[config.mk]
export PLATFORM = sky130hd
export DESIGN_NAME = rr_grant_arbiter
export DESIGN_NICKNAME = d
export VERILOG_FILES = /design/src/rtl/rr_grant_arbiter.sv
export SDC_FILE = /design/constraint.sdc
export NUM_CORES = 1
export LEC_CHECK = 0
export BUFFER_PORTS_ARGS = -buffer_cell sky130_fd_sc_hd__buf_4
export CAP_MARGIN = 0
export CORE_ASPECT_RATIO = 0.7
export CORE_MARGIN = 8
export CORE_UTILIZATION = 32
export DETAILED_ROUTE_END_ITERATION = 6
export PLACE_DENSITY_LB_ADDON = 0.25
export SLEW_MARGIN = 30
export SYNTH_ARGS = -nofsm -noshare
export SYNTH_HDL_FRONTEND = slang
export SYNTH_SLANG_ARGS = --single-unit
[constraint.sdc]
create_clock -name clk -period 7.3 [get_ports clk]
set_clock_uncertainty 0.2 [all_clocks]
set_input_delay 1.095 -clock clk [delete_from_list [all_inputs] [get_ports clk]]
set_output_delay 1.095 -clock clk [all_outputs]
set_load 0.05 [all_outputs]
[src/rtl/rr_grant_arbiter.sv]
// Round-robin arbiter: 8 level requesters share one resource; the grant is held until the owner drops req.
// ARB_TIMEOUT_EN adds a MAX_HOLD-cycle hold limit with a one-cycle timeout pulse on forced revocation.
module rr_grant_arbiter #(
  parameter int NREQ     = 8,
  parameter int MAX_HOLD = 16
) (
  input  logic            clk,
  input  logic            rst,
  input  logic            en,
  input  logic [NREQ-1:0] req,
  output logic [NREQ-1:0] gnt,
  output logic [2:0]      gnt_idx,
  output logic            gnt_valid,
  output logic [2:0]      ptr,
  output logic            timeout
);

  typedef enum logic {IDLE, GRANT} state_t;

  state_t          state_q, state_d;
  logic [NREQ-1:0] gnt_q, gnt_d;
  logic [2:0]      idx_q, idx_d;
  logic [2:0]      ptr_q, ptr_d;
  logic [2:0]      win;
  logic            found;
  logic [2:0]      cand;

`ifdef ARB_TIMEOUT_EN
  logic [7:0] cnt_q, cnt_d;
  logic       tout_q, tout_d;
`else
  logic [7:0] unused_max_hold;
  assign unused_max_hold = 8'(MAX_HOLD);
`endif

  // Rotating-priority search: first set bit starting at ptr, wrapping 7 -> 0.
  always_comb begin
    win   = 3'd0;
    found = 1'b0;
    cand  = 3'd0;
    for (int i = 0; i < NREQ; i++) begin
      cand = ptr_q + i[2:0];
      if (!found && req[cand]) begin
        win   = cand;
        found = 1'b1;
      end
    end
  end

  always_comb begin
    state_d = state_q;
    gnt_d   = gnt_q;
    idx_d   = idx_q;
    ptr_d   = ptr_q;
`ifdef ARB_TIMEOUT_EN
    cnt_d   = cnt_q;
    tout_d  = 1'b0;
`endif
    case (state_q)
      IDLE: begin
        if (en && found) begin
          state_d = GRANT;
          gnt_d   = NREQ'(1) << win;
          idx_d   = win;
`ifdef ARB_TIMEOUT_EN
          cnt_d   = 8'd0;
`endif
        end
      end
      GRANT: begin
        if (!req[idx_q]) begin
          state_d = IDLE;
          gnt_d   = '0;
          idx_d   = 3'd0;
          ptr_d   = idx_q + 3'd1;
`ifdef ARB_TIMEOUT_EN
        end else if (cnt_q == 8'(MAX_HOLD - 1)) begin
          // Owner still requesting at the limit: revoke and move priority past it.
          state_d = IDLE;
          gnt_d   = '0;
          idx_d   = 3'd0;
          ptr_d   = idx_q + 3'd1;
          tout_d  = 1'b1;
        end else begin
          cnt_d   = cnt_q + 8'd1;
`endif
        end
      end
      default: state_d = IDLE;
    endcase
  end

  always_ff @(posedge clk or negedge rst) begin
    if (!rst) begin
      state_q <= IDLE;
      gnt_q   <= '0;
      idx_q   <= 3'd0;
      ptr_q   <= 3'd0;
`ifdef ARB_TIMEOUT_EN
      cnt_q   <= 8'd0;
      tout_q  <= 1'b0;
`endif
    end else begin
      state_q <= state_d;
      gnt_q   <= gnt_d;
      idx_q   <= idx_d;
      ptr_q   <= ptr_d;
`ifdef ARB_TIMEOUT_EN
      cnt_q   <= cnt_d;
      tout_q  <= tout_d;
`endif
    end
  end

  assign gnt       = gnt_q;
  assign gnt_idx   = idx_q;
  assign gnt_valid = |gnt_q;
  assign ptr       = ptr_q;
`ifdef ARB_TIMEOUT_EN
  assign timeout   = tout_q;
`else
  assign timeout   = 1'b0;
`endif

endmodule
==> impl_metrics.yaml <==
logic_synthesis:
  yosysWarnings: 0
  synth_top_cell_by_area: "dfrtp_1"
  synthArstFlopShare_pct: 100
  syn_inst: 164
  syn_area_sq_mm: 0.00169
  yosys-top-cells-area: "dfrtp_1, mux4_2, mux2i_1"
  yosys-top-cells-count: "nand2_1, dfrtp_1, mux4_2, inv_1, mux2i_1"
  synth_seq_area_share_pct: 22.3
  ys_types: 47
  synth_fp_nets: 178
  synth_edf_count: 0
  synth_top_flop_cell: "dfrtp_1"
  synth_area_per_cell_sq_um: 10.3
  synth_top_area_share_pct: 22.3
  ys_ff_latch: 15
  yosysMostFrequentCell: "nand2_1"
clock_tree:
  cts_tree: "built"
  clock-sinks: 15
  htreeDepth: 1
  cts-buffers-inserted: 3
  cts_root_buf: "clkbuf_8"
  clkTransAtPathRegs_ps: 60
  post_cts_resized: 0
  post_cts_buffers: 0
  insertion_delay_ps: 250
  hold_buffers: 0
  cts_buffer_depth: 2
route:
  wl_per_cell_um: 17.6
  viasPerCell: 5.81
  vias: 1488
  drtIter0Drc: 123
  dr.pass1.iters: 4
  routed_wl_um: 4500
  drc: 0
  ant_nets: 0
sta:
  tns_ps: 0
  final-setup-viol-count: 0
  slew_headroom_pct: 48.2
  rsz0062_at_grt: "false"
  slew_viol_final: 0
  timing.fmax_mhz: 221
  period_minus_slack_ps: 4520
  hold_violations: 0
  worst_pin_slew_ps: 777
  fin_crit_sh_pct: 61.8
min_path:
  hold_start: "gnt[5]"
  hp-class: "flip-flop to flip-flop"
  whs_path_depth: 1
  hold_path_end: "gnt[5]"
critical_path:
  arrival_ps: 4450
  worstPathMaxFanout: 19
  reg2reg_depth: 9
  r2r_end: "gnt[3]"
  critPathCaptureType: "flip-flop"
  startpoint_type: "flip-flop"
  path_class: "flip-flop to flip-flop"
  timing.rr.start: "ptr[0]"
  required_ps: 7240
  regToRegSetupSlack_ps: 2790
floorplanning:
  std_cell_rows: 22
  dieArea_sq_mm: 0.00789
  die_w_um: 103
  ioPinCount: 27
  core-area_sq_mm: 0.00517
  start_util_pct: 32.6
  fp.dieH_um: 76.7
placement:
  gp_congestion: 0.898
  dp_hpwl_um: 3410
  port_buffers: 25
final_layout:
  fin_nets: 199
  antenna_cells: 0
  layout-drive-gt1-share_pct: 29.9
  syn_to_final_growth_pct: 15.5
global_route:
  grt_pass1_wl_um: 7480
  grt_max_degree: 20
  grt_usage_pct: 11.8
  grt_overflow_total: 0
  antenna_found_initial: 0
  grt_pass1_vias: 1389
flow_run:
  max_cap_violations: 0
status:
  status: "finished, final reports clean"
[cell families (layout without fill, tap and decap cells)]
kind of cell / after synthesis / after routing / synth area share, %
fa+ha+maj: 3 / 3 / 2.23
flops: 15 / 15 / 22.3
simple gates: 38 / 38 / 12.1
xor+xnor: 5 / 5 / 2.60
buf+inv: 22 / 42 / 6.53
compound gates: 45 / 45 / 21.1
mux: 35 / 35 / 32.9
other cells: 1 / 1 / 0.222
[flip-flops by register name (all words and copies together) (netlist names)]
register / cells
state_q: 1
gnt: 8
ptr: 3
gnt_idx: 3
[through the flow]
step | hold slack, ps | instance area [sq um] | worst slack, ps | std cells | utilization [%]
2_1_floorplan | 306 | 1690 | 3330 | 164 | -
3_3_place_gp | 334 | 1900 | 2800 | 252 | 36.8
3_5_place_dp | 321 | 1900 | 2780 | 252 | 36.8
4_1_cts | 344 | 1950 | 2780 | 256 | 37.6
5_1_grt | 354 | 1950 | 2470 | 256 | 37.6
6_report | 336 | 1950 | 2790 | 256 | 37.6
[worst max-delay path by stage]
stage | start | end | cells past startpoint
2_1_floorplan | ptr[1] | gnt[1] | 12
3_3_place_gp | ptr[0] | gnt[1] | 9
3_5_place_dp | ptr[0] | gnt[1] | 9
4_1_cts | ptr[0] | gnt[5] | 9
5_1_grt | ptr[0] | gnt[7] | 9
6_report | ptr[0] | gnt[3] | 9
[cells in the final DEF, fill, tap and decap left out, types with 4 or more instances in the layout]
cell | synthesis | layout
nand3_1 | 5 | 5
o32ai_1 | 4 | 4
nand2_1 | 16 | 16
buf_4 | 2 | 25
o21ai_0 | 9 | 9
mux2_2 | 7 | 7
nor2_1 | 6 | 6
dfrtp_1 | 15 | 15
a32o_1 | 4 | 4
a21oi_1 | 7 | 7
inv_1 | 12 | 12
mux2i_1 | 12 | 12
mux4_2 | 13 | 13
[critical path, cell delays in order, from the launching register on]
cell     delay [ps]
dfrtp_1         850
inv_2           220
ha_1            730
mux2_1          400
mux4_2          470
o32a_1          360
and4b_1         460
a41oi_4         200
nor3b_4         230
a32o_1          280
[layer usage]
metal / vias up / track usage, % / wire, um
met1: 734 / 18.3 / 2230
met3: 2 / 2.52 / 306
met4: 0 / 2.45 / 21
met2: 66 / 16.0 / 1940
met5: - / 0 / 0
li1: 686 / - / -
[layout make-up]
class	instances	area (sq um)
fill	539	3230
sequential	15	375
multi-input combinational	127	1200
tap	72	90.1
timing repair buffer	25	188
clock buffer	4	45.0
inverter	13	48.8
Power is not shown: default switching activity piles up to over one toggle a cycle in this logic, so the estimate is an artifact.
